**src/rtl/prefetch_pkg.sv**
```systemverilog
// Types and helpers shared by the stride detector and the prefetch issuer.
package prefetch_pkg;

  localparam int PF_ADDR_BITS = 64;

  typedef enum logic {s_idle, s_issue} pfState_t;

  typedef logic [PF_ADDR_BITS-1:0] pfAddr_t;

  // A stride step left the address space if the carry disagrees with the stride sign.
  function automatic logic addrWrapped(input logic carry, input logic strideNeg);
    return strideNeg ? !carry : carry;
  endfunction

endpackage

```
**src/rtl/pf_credit_counter.sv**
```systemverilog
// Saturating outstanding-request counter; a simultaneous inc and dec holds the count.
module pf_credit_counter #(
  parameter int MAX = 8
) (
  input  logic                       clk,
  input  logic                       resetN,
  input  logic                       inc,
  input  logic                       dec,
  output logic [$clog2(MAX+1)-1:0]   count,
  output logic                       full
);

  logic [$clog2(MAX+1)-1:0] count_q, count_d;

  always_comb begin
    count_d = count_q;
    if (inc && !dec && !full) begin
      count_d = count_q + 1'b1;
    end else if (dec && !inc && (count_q != '0)) begin
      count_d = count_q - 1'b1;
    end
  end

  always_ff @(posedge clk or negedge resetN) begin
    if (!resetN) begin
      count_q <= '0;
    end else begin
      count_q <= count_d;
    end
  end

  assign count = count_q;
  assign full  = (count_q == ($clog2(MAX+1))'(MAX));

endmodule

```
**src/rtl/stride_prefetch_issuer.sv**
```systemverilog
// Turns each strided demand access into a burst of DEPTH block-aligned prefetches.
// Define PF_PAGE_CLAMP_EN to stop bursts at the trigger's page boundary.
module stride_prefetch_issuer
  import prefetch_pkg::*;
#(
  parameter int ADDR_BITS       = PF_ADDR_BITS,
  parameter int BLOCK_BITS      = 6,
  parameter int DEPTH           = 4,
  parameter int MAX_OUTSTANDING = 8,
  parameter int PAGE_BITS       = 12
) (
  input  logic                                  clk,
  input  logic                                  resetN,
  input  logic                                  en,
  input  logic                                  accessValid,
  input  logic [ADDR_BITS-1:0]                  accessAddr,
  input  logic [ADDR_BITS-1:0]                  stride,
  output logic                                  pfReqValid,
  output logic [ADDR_BITS-1:0]                  pfReqAddr,
  input  logic                                  pfReqReady,
  input  logic                                  pfRespValid,
  output logic                                  busy,
  output logic [$clog2(MAX_OUTSTANDING+1)-1:0]  outstanding
);

  localparam logic [ADDR_BITS-1:0] ALIGN_MASK =
    {{(ADDR_BITS-BLOCK_BITS){1'b1}}, {BLOCK_BITS{1'b0}}};

  if (DEPTH < 1 || DEPTH > 255 || PAGE_BITS <= BLOCK_BITS || PAGE_BITS >= ADDR_BITS) begin : gBadParams
    $error("stride_prefetch_issuer: DEPTH or PAGE_BITS out of range");
  end

  pfState_t              state_q, state_d;
  logic [ADDR_BITS-1:0]  nextAddr_q, nextAddr_d;
  logic [ADDR_BITS-1:0]  stride_q, stride_d;
  logic [7:0]            cnt_q, cnt_d;
  logic                  pendValid_q, pendValid_d;
  logic [ADDR_BITS-1:0]  pendAddr_q, pendAddr_d;
  logic [ADDR_BITS-1:0]  pendStride_q, pendStride_d;

  logic                  trigger, hs, creditFull, load;
  logic [ADDR_BITS-1:0]  loadAddr, loadStride, loadFirst, stepAddr;
  logic                  loadCarry, stepCarry, loadCross, stepCross, loadOk, stepOk;

  assign trigger    = accessValid & en & (stride != '0);
  assign hs         = pfReqValid & pfReqReady;

  // A fresh trigger always wins over the older pending one.
  assign loadAddr   = trigger ? accessAddr : pendAddr_q;
  assign loadStride = trigger ? stride     : pendStride_q;
  assign {loadCarry, loadFirst} = {1'b0, loadAddr} + {1'b0, loadStride};
  assign {stepCarry, stepAddr}  = {1'b0, nextAddr_q} + {1'b0, stride_q};

`ifdef PF_PAGE_CLAMP_EN
  logic [ADDR_BITS-1:0] base_q;

  assign loadCross = loadFirst[ADDR_BITS-1:PAGE_BITS] != loadAddr[ADDR_BITS-1:PAGE_BITS];
  assign stepCross = stepAddr[ADDR_BITS-1:PAGE_BITS]  != base_q[ADDR_BITS-1:PAGE_BITS];

  always_ff @(posedge clk or negedge resetN) begin
    if (!resetN) begin
      base_q <= '0;
    end else if (load) begin
      base_q <= loadAddr;
    end
  end
`else
  assign loadCross = 1'b0;
  assign stepCross = 1'b0;
`endif

  assign loadOk = !addrWrapped(loadCarry, loadStride[ADDR_BITS-1]) && !loadCross;
  assign stepOk = !addrWrapped(stepCarry, stride_q[ADDR_BITS-1]) && !stepCross;

  pf_credit_counter #(
    .MAX (MAX_OUTSTANDING)
  ) uCredit (
    .clk    (clk),
    .resetN (resetN),
    .inc    (hs),
    .dec    (pfRespValid),
    .count  (outstanding),
    .full   (creditFull)
  );

  always_ff @(posedge clk or negedge resetN) begin
    if (!resetN) begin
      state_q      <= s_idle;
      nextAddr_q   <= '0;
      stride_q     <= '0;
      cnt_q        <= '0;
      pendValid_q  <= 1'b0;
      pendAddr_q   <= '0;
      pendStride_q <= '0;
    end else begin
      state_q      <= state_d;
      nextAddr_q   <= nextAddr_d;
      stride_q     <= stride_d;
      cnt_q        <= cnt_d;
      pendValid_q  <= pendValid_d;
      pendAddr_q   <= pendAddr_d;
      pendStride_q <= pendStride_d;
    end
  end

  always_comb begin
    state_d      = state_q;
    nextAddr_d   = nextAddr_q;
    stride_d     = stride_q;
    cnt_d        = cnt_q;
    pendValid_d  = pendValid_q;
    pendAddr_d   = pendAddr_q;
    pendStride_d = pendStride_q;
    load         = 1'b0;
    unique case (state_q)
      s_idle: begin
        if (trigger || pendValid_q) begin
          pendValid_d = 1'b0;
          load        = loadOk;
        end
      end
      s_issue: begin
        if (hs) begin
          nextAddr_d = stepAddr;
          cnt_d      = cnt_q + 8'd1;
          if ((cnt_q == 8'(DEPTH-1)) || !stepOk) begin
            state_d = s_idle;
            if (trigger) begin
              pendValid_d = 1'b0;
              load        = loadOk;
            end
          end else if (trigger || pendValid_q) begin
            // Abort the burst; whatever is pending starts after one idle cycle.
            state_d = s_idle;
            if (trigger) begin
              pendValid_d  = 1'b1;
              pendAddr_d   = accessAddr;
              pendStride_d = stride;
            end
          end
        end else if (trigger) begin
          pendValid_d  = 1'b1;
          pendAddr_d   = accessAddr;
          pendStride_d = stride;
        end
      end
      default: state_d = s_idle;
    endcase
    if (load) begin
      state_d    = s_issue;
      nextAddr_d = loadFirst;
      stride_d   = loadStride;
      cnt_d      = '0;
    end
  end

  // Valid only depends on state and credit, and credit cannot drop while valid is held.
  always_comb begin
    pfReqValid = 1'b0;
    pfReqAddr  = '0;
    busy       = pendValid_q;
    if (state_q == s_issue) begin
      pfReqValid = !creditFull;
      pfReqAddr  = nextAddr_q & ALIGN_MASK;
      busy       = 1'b1;
    end
  end

endmodule

```
**config.mk**
```make
export PLATFORM = sky130hd
export DESIGN_NAME = stride_prefetch_issuer
export DESIGN_NICKNAME = d
export VERILOG_FILES = /design/src/rtl/prefetch_pkg.sv /design/src/rtl/pf_credit_counter.sv /design/src/rtl/stride_prefetch_issuer.sv
export SDC_FILE = /design/constraint.sdc
export NUM_CORES = 1
export LEC_CHECK = 0
export CAP_MARGIN = 0
export CORE_UTILIZATION = 40
export DETAILED_ROUTE_END_ITERATION = 10
export PLACE_DENSITY = 0.66
export SLEW_MARGIN = 25
export SYNTH_ARGS = -nofsm -noshare
export SYNTH_HDL_FRONTEND = slang
export SYNTH_SLANG_ARGS = --single-unit
```
**constraint.sdc**
```tcl
create_clock -name clk -period 3.92 [get_ports clk]
set_clock_uncertainty 0.1 [all_clocks]
set_input_delay 0.784 -clock clk [delete_from_list [all_inputs] [get_ports clk]]
set_output_delay 0.784 -clock clk [all_outputs]
set_load 0.01 [all_outputs]
```
# After elaboration in Yosys (flattened, before gate mapping)
# Index checks and enable logic that the tools add are counted.
# W data, S select, Z words.
# word_totals
ff_bits,270
input_bits,134
output_inout_bits,70
# classes
addsub,5
eq_ne,7
n_mux,38
bitwise_logic,4
reduce_logical,20
# op_table
op,n
$mux W64,12
$add A64 B64 Y65,2
$reduce_bool A64 Y1,1
$mux W8,3
$mux W1,19
$add A8 B1 Y8 const B,1
$eq A8 B2 Y1 const B,1
$mux W4,2
$ne A4 B4 Y1 const B,2
$logic_not A1 Y1,6
$ne A2 B2 Y1 const B,3
$reduce_and A3 Y1,2
$reduce_bool A2 Y1,3
$add A4 B1 Y4 const B,1
$eq A4 B4 Y1 const B,1
$logic_and A1 B1 Y1,4
$pmux W1 S2,2
$reduce_bool A4 Y1,1
$sub A4 B1 Y4 const B,1
$and A1 B1 Y1,3
$logic_or A1 B1 Y1,2
$reduce_and A2 Y1,1
$not A1 Y1,1

# Depth between registers and ports, before layout
# Gate-level depths: netlist (run 1).
# logic_depth
depth_word,13
depth_mapped,25
ltp_nobuf,20

# Cells and area by module
# From an unflattened synthesis (run 1), not the netlist that was laid out.
# unflattened
cells_unflattened,2360
area_unflattened_um2,20268.2
# by_module_without_submodules
module,instances,cells_each,area_per_inst_um2,seq_area_each_um2
stride_prefetch_issuer,1,2334,19942.9,6656.4
pf_credit_counter,1,26,325.3,100.1

# Worst setup path after synthesis (run 1)
# Ideal clock, no wire load.
# synth_timing
kind,input-to-reg
start,input stride[34]
end,register nextAddr_q[33]
setup_ps,119
arrival_ps,5318
path_slack_ps,-1617
path_stages,25
path_buffers,6
path_cell_list,nor4_1 > nand4_1 > nor4_1 > nor2_1 > clkbuf_1 > clkbuf_1 > buf_1 > mux2i_1 > inv_1 > ha_1 > inv_1 > fa_1 > nand2b_1 > a21oi_1 > o21ai_1 > o21ai_1 > a21oi_2 > o221ai_1 > a21o_1 > a31o_2 > buf_2 > buf_2 > buf_2 > o211ai_1 > o21a_1
# synth_between
elab_chain_len,13
# synth_lines
item,line_no,text
from (decl),stride_prefetch_issuer.sv:17,"input logic [ADDR_BITS-1:0] stride,"
$reduce_bool A64 Y1 *,stride_prefetch_issuer.sv:45,assign trigger = accessValid & en & (stride != '0);
$and A1 B1 Y1 *,stride_prefetch_issuer.sv:45,
$mux W64 *,--,
named net loadStride[0],stride_prefetch_issuer.sv:42,"logic [ADDR_BITS-1:0] loadAddr, loadStride, loadFirst, stepAddr;"
$add A64 B64 Y65 *,stride_prefetch_issuer.sv:51,"assign {loadCarry, loadFirst} = {1'b0, loadAddr} + {1'b0, loadStride};"
$logic_not A1 Y1,prefetch_pkg.sv:12,return strideNeg ? !carry : carry;
$mux W1,prefetch_pkg.sv:12,
$logic_not A1 Y1,stride_prefetch_issuer.sv:72,"assign loadOk = !addrWrapped(loadCarry, loadStride[ADDR_BITS-1]) && !loadCross;"
$mux W1,stride_prefetch_issuer.sv:128,if (trigger) begin
$mux W1,stride_prefetch_issuer.sv:126,if ((cnt_q == 8'(DEPTH-1)) || !stepOk) begin
$mux W1,stride_prefetch_issuer.sv:123,if (hs) begin
$pmux W1 S2,stride_prefetch_issuer.sv:115,unique case (state_q)
$reduce_bool A2 Y1 (no line),--,
$reduce_and A2 Y1 (no line),--,
to (signal assigned),stride_prefetch_issuer.sv:97,nextAddr_q <= nextAddr_d;
to (decl),stride_prefetch_issuer.sv:34,"logic [ADDR_BITS-1:0] nextAddr_q, nextAddr_d;"
# Mark *: on every way through the listed nets, which the timed path passes. The rest lies on a longest branch.
# A chain may end at the register's enable or synchronous reset.

# Worst setup path after layout (run 1)
# layout_timing
start,input stride[10]
end,register nextAddr_q[43]
# layout_between
elab_chain_len,13
# layout_lines
item,line_no
$reduce_bool A64 Y1 *,stride_prefetch_issuer.sv:45
$and A1 B1 Y1 *,stride_prefetch_issuer.sv:45
$mux W64 *,--
named net loadAddr[5],stride_prefetch_issuer.sv:42
$add A64 B64 Y65 *,stride_prefetch_issuer.sv:51
$logic_not A1 Y1,prefetch_pkg.sv:12
$mux W1,prefetch_pkg.sv:12
$logic_not A1 Y1,stride_prefetch_issuer.sv:72
$mux W1,stride_prefetch_issuer.sv:128
$mux W1,stride_prefetch_issuer.sv:126
$mux W1,stride_prefetch_issuer.sv:123
$pmux W1 S2,stride_prefetch_issuer.sv:115
$reduce_bool A2 Y1 (no line),--
$reduce_and A2 Y1 (no line),--
# Marked as above.

==> results of run 1 <==
## cells by family (layout without fill, tap and decap cells)
family | Yosys count | count (layout) | synth area share
xor gates and xnor gates | 122 | 122 | 0.05219
buffers and inverters | 256 | 1093 | 0.05342
and+or+nand+nor | 718 | 718 | 0.1653
muxes | 205 | 205 | 0.1081
AOI/OAI and AO/OA | 712 | 717 | 0.2078
adders and majority gates | 134 | 134 | 0.08300
other | 1 | 8 | 0.0001832
DFF | 270 | 270 | 0.3300
## registers in the layout, summed over array words and instances (netlist names)
register       count
pendAddr_q        64
uCredit.count      4
state_q            1
pendStride_q      64
cnt_q              8
nextAddr_q        64
stride_q          64
pendValid_q        1
## synthesized netlist by cell type, types with 48 or more instances
cell type | instances | area share
a21o_1 | 52 | 0.019
a21oi_1 | 294 | 0.072
and2_1 | 76 | 0.023
buf_2 | 60 | 0.015
clkbuf_1 | 52 | 0.0095
dfrtp_1 | 270 | 0.33
ha_1 | 131 | 0.080
inv_1 | 119 | 0.022
mux2_2 | 125 | 0.069
mux2i_1 | 76 | 0.037
nand2_1 | 208 | 0.038
nor2_1 | 220 | 0.040
o21ai_0 | 171 | 0.042
xnor2_1 | 74 | 0.032
xor2_1 | 48 | 0.021
## cell type report
class | instances | area [µm²] | area share
inverter | 119 | 446.7 | 0.01371
sequential | 270 | 6756 | 0.2073
clock buffer | 35 | 830.8 | 0.02549
multi-input combinational | 1902 | 14920 | 0.4578
timing repair buffer | 917 | 8503 | 0.2609
antenna | 2 | 5.005 | 0.0001536
clock inverter | 22 | 289.0 | 0.008869
tap | 672 | 840.8 | 0.02580
## routing by layer
metal / GRT usage / up-vias / part of all wire
li1: - / 10300 / -
met1: 0.4408 / 10920 / 0.43
met2: 0.4566 / 1104 / 0.44
met3: 0.03388 / 177 / 0.092
met4: 0.08683 / 0 / 0.037
met5: 0 / - / 0
## how the worst min path moves through the flow
stage | end | slack (ns) | depth (start not counted)
floorplan | stride_q[19] | 0.35 | 2
global placement | stride_q[3] | 0.36 | 2
detailed placement | pendAddr_q[59] | 0.37 | 1
CTS | pendAddr_q[10] | 0.09 | 1
global route | pendAddr_q[7] | 0.11 | 1
finish | pendAddr_q[10] | 0.06 | 1
## per-stage QoR
step                hold slack, ns    util  instances  TNS, ns  cell area (µm²)
floorplan                   0.3528       -       2423  -135.82            20900
global route                0.1131  0.6482       3938  -159.54            32590
CTS                        0.08646  0.6204       3894  -145.89            31190
finish                     0.05985  0.6483       3939  -149.46            32590
detailed placement          0.3746  0.5529       3776  -366.22            27800
global placement            0.3629  0.5529       3776  -372.01            27800
## what timing repair did
item	in CTS	in global routing
hold buffers	0	0
gates cloned	21	26
endpoints found under the setup margin	241	264
setup buffers	45	27
resized for setup	475	244
pin swaps	108	82
==> results.yml, run 1 <==
worst_setup_path:
  critPathKind: "input pin to register"
  critPathMaxFanout: 7
  ff2ff_path_depth: 15
  critical_path_arrival_ns: 5.53
  crit_required_ns: 4.30
  slowest_delay_ns: 0.35
  endpoint_kind: "register"
  worstSetupPathDepth: 26
  timing.rr.start: "stride_q[9]"
  worst-r2r-setup-slack_ns: -0.21
  cp_top_family: "buffers and inverters"
  critPathLaunch: "stride[10]"
  reg2reg_to: "nextAddr_q[62]"
  crit_buf_inv: 9
  start_kind: "input pin"
  worst_path_max_delay_cell: "or3_4"
  crit_end: "nextAddr_q[43]"
  crit_top_cell: "buf_4"
grt:
  grt.overflow.total: 0
  grt_pass1_vias: 21390
  antenna_found_initial: 1
  grt_use_total: 0.2986
  grt_pass1_wl_mm: 122.4
  grt_max_degree: 79
job:
  maxCapViolCount: 0
floorplan:
  die_x_um: 228.2
  die-height_um: 228.2
  start_util: 0.4072
  io_pins: 204
  dieArea_mm2: 0.05209
  core_mm2: 0.05027
  row_count: 82
routing:
  drt_iter0_drc: 1929
  routed_via_density: 5.710
  detailroute.via_count: 22490
  routedWlPerCell_um: 21.83
  ant_nets: 0
  firstDrtPassIters: 5
  routed_wl_mm: 86.00
  drc_errors: 0
finish:
  layout.nets: 3509
  layout-drive-gt1-share: 0.3871
  fillers: 3873
  layout_common_cells: "buf_4 (608), dfrtp_1 (270), a21oi_1 (257)"
  area_growth_pct: 59.19
  final_common_cell: "buf_4"
yosys:
  seq_area_frac_synth: 0.3300
  synth-seq-cells: 270
  async_flop_share: 1.000
  synth_edf_count: 0
  syn_area_mm2: 0.02047
  syn-instance-count: 2418
  synth.distinct_cells: 81
  yosys_warnings: 0
  syn_area_per_cell_um2: 8.467
  ys.flop_type: "dfrtp_1"
timing:
  max_freq_mhz: 194.1
  setup_viol: 139
  setup_slack_ns: -1.232
  post-route-period-util: 1.314
  worst_pin_slew_ns: 1.098
  fin_crit_ns: 5.152
  rsz0062_at_grt: "true"
  finalMaxSlewViolations: 0
  relSlewSlack: 0.2650
  hold_viol: 0
min_path:
  min_path_type: "input pin to asynchronous set/reset pin"
clock_network:
  clkTransAtPathRegs_ns: 0.07
  cts_tree: "yes"
  clock_sinks: 270
  clkLatencyLatePin_ns: 0.60
  cts_root_buffer: "clkbuf_16"
  clock_path_buffers: 3
  h-tree-depth: 1
  cts_buffers: 31
placed_design:
  gp_congestion: 0.9934
  dp_hpwl_mm: 60.05
  portBuffers: 197
  pre_cts_ws_ns: -2.613
run_status:
  outcome: "complete, but fails checks"
  violations: "negative setup slack"
Power of run 1 is left out: the tool's default activity adds up to more than one toggle a clock period on the data nets, which glitch-free logic cannot reach.
==> inputs of run 2 (changes only) <==
Settings changed: CAP_MARGIN 0 to 30.
Clock period 3.92 ns to 6.1 ns, I/O delays scaled along.
==> run 2 against run 1 <==
Against the previous run:
- the flow now finishes without violations
- first-iteration DRC count down 1.8%
- count of clock-buffer cells in the layout rose by 3
- hold slack better by 0.33 ns
- worst setup slack better by 1.3 ns
- register-to-register slack improved by 1.8 ns
- final cell count down 6.3%
- critical endpoint is now nextAddr_q[53]
- utilization down 8.5 points
- via count shrank 10%
- critical path depth fell by 2
- global-route usage shrank 2.9 points
- final area shrank 13%
==> results.yml, run 2 (same netlist as run 1, synthesis figures left out) <==
run_status:
  outcome: "finished clean"
grt:
  antenna_found_initial: 0
  grt_pass1_wl_mm: 110.6
  grt.overflow.total: 0
  grt_pass1_vias: 19440
  grt_max_degree: 130
  grt_use_total: 0.2699
routing:
  ant_nets: 0
  routedWlPerCell_um: 19.93
  drt_iter0_drc: 1895
  wl_met1_mm: 36.49
  routed_via_density: 5.484
  met2_wirelength_mm: 30.50
  drc_errors: 0
  dr_wl_met3_mm: 4.943
  highest_layer: "met4"
  firstDrtPassIters: 7
  detailroute.via_count: 20240
  routed_wl_mm: 73.55
clock_network:
  cts_tree: "yes"
  cts_buffers: 31
  clkLatencyLatePin_ns: 0.59
  clock_sinks: 270
  cts_hold_buf: 0
  cts_root_buffer: "clkbuf_16"
  h-tree-depth: 1
  clkTransAtPathRegs_ns: 0.06
  clock_path_buffers: 3
worst_setup_path:
  crit_required_ns: 6.47
  worstSetupPathDepth: 24
  critical_path_arrival_ns: 6.42
  ff2ff_path_depth: 14
  start_kind: "input pin"
  crit_buf_inv: 8
  endpoint_kind: "register"
  critPathLaunch: "stride[33]"
  critPathMaxFanout: 7
  crit_top_cell: "buf_4"
  worstPathCellList: "clkdlybuf4s50_1, nor4_2, nand4_1, nor4_2, buf_4, nor2_4, buf_12, buf_4, mux2_4, ha_4, buf_4, o211ai_1, a21oi_4, o21ai_2, o21ai_2, buf_6, a21oi_4, o221ai_4, a21o_4, o311ai_4, buf_4, buf_4, a21oi_1, mux2_2"
  worst_path_max_delay_cell: "clkdlybuf4s50_1"
  worst-r2r-setup-slack_ns: 1.60
  crit_end: "nextAddr_q[53]"
  critPathKind: "input pin to register"
  timing.rr.start: "stride_q[0]"
  cp_top_family: "buffers and inverters"
  reg2reg_to: "nextAddr_q[62]"
  slowest_delay_ns: 0.46
finish:
  stdcell_area_mm2: 0.02830
  diodes: 0
  layout-drive-gt1-share: 0.2474
  final_common_cell: "buf_4"
  area_growth_pct: 38.25
  layout.nets: 3263
  layout_common_cells: "buf_4 (445), a21oi_1 (290), dfrtp_1 (270)"
  post-route-util: 0.5630
min_path:
  min_path_type: "register to register"
  min_from: "pendAddr_q[62]"
job:
  maxCapViolCount: 0
floorplan:
  die_x_um: 228.2
  core_mm2: 0.05027
  io_pins: 204
  dieArea_mm2: 0.05209
  die-height_um: 228.2
  row_count: 82
  start_util: 0.4072
placed_design:
  gp_congestion: 0.9554
  portBuffers: 197
  place_area_mm2: 0.02629
  dp_hpwl_mm: 58.16
timing:
  fin_crit_ns: 6.047
  finalMaxSlewViolations: 0
  max_freq_mhz: 165.4
  relSlewSlack: 0.4324
  setup_viol: 0
  worst_pin_slew_ns: 0.8463
  post-route-period-util: 0.9913
  hold_viol: 0
-- run 2: cell types whose count changed in the layout (fill, tap and decap cells not counted), sizes merged --
cell,before,now
a31o,10,6
buf,713,468
bufbuf,1,0
bufinv,6,8
clkbuf,67,47
clkdlybuf4s15,24,0
clkdlybuf4s50,132,193
clkinv,12,10
diode,2,0
dlygate4sd2,15,0
dlymetal6s2s,0,3
inv,123,120
nor2,220,222
-- run 2: timing repair --
item | in CTS | in global routing
buffers inserted | 0 | 8
pin swaps | 2 | 20
endpoints found under the setup margin | 102 | 132
resized for setup | 4 | 103
gates cloned | 0 | 12
-- run 2: layout make-up --
class	instances	area (µm²)
multi-input combinational	1900	13140
tap	672	840.8
timing repair buffer	673	5947
inverter	119	446.7
fill	4517	21970
clock inverter	19	314.1
sequential	270	6756
clock buffer	38	862.1
-- run 2: stage by stage --
| step | hold WS (ns) | std cells | setup WS, ns | setup TNS [ns] |
|---|---|---|---|---|
| after floorplan | 0.3538 | 2423 | 0.1269 | 0 |
| after global placement | 0.3645 | 3614 | -0.7971 | -79.71 |
| after detailed placement | 0.3756 | 3614 | -0.8480 | -88.33 |
| after CTS | 0.3894 | 3671 | 0.05358 | 0 |
| after global routing | 0.4130 | 3691 | -0.09343 | -2.293 |
| final | 0.3865 | 3691 | 0.05311 | 0 |
-- run 2: per-layer routing --
layer | track usage | up-vias
met1 | 0.4294 | 9716
met5 | 0 | -
li1 | - | 9793
met4 | 0.06481 | 0
met3 | 0.02350 | 80
met2 | 0.3868 | 651
-- run 2: worst min-delay path by stage --
stage	endpoint	slack, ns	cells after the start
6_report	pendAddr_q[62]	0.39	1
5_1_grt	pendAddr_q[6]	0.41	1
4_1_cts	pendAddr_q[62]	0.39	1
3_5_place_dp	pendAddr_q[62]	0.38	1
3_3_place_gp	pendAddr_q[60]	0.36	1
2_1_floorplan	stride_q[0]	0.35	2
Power of run 2 is left out for the same reason.
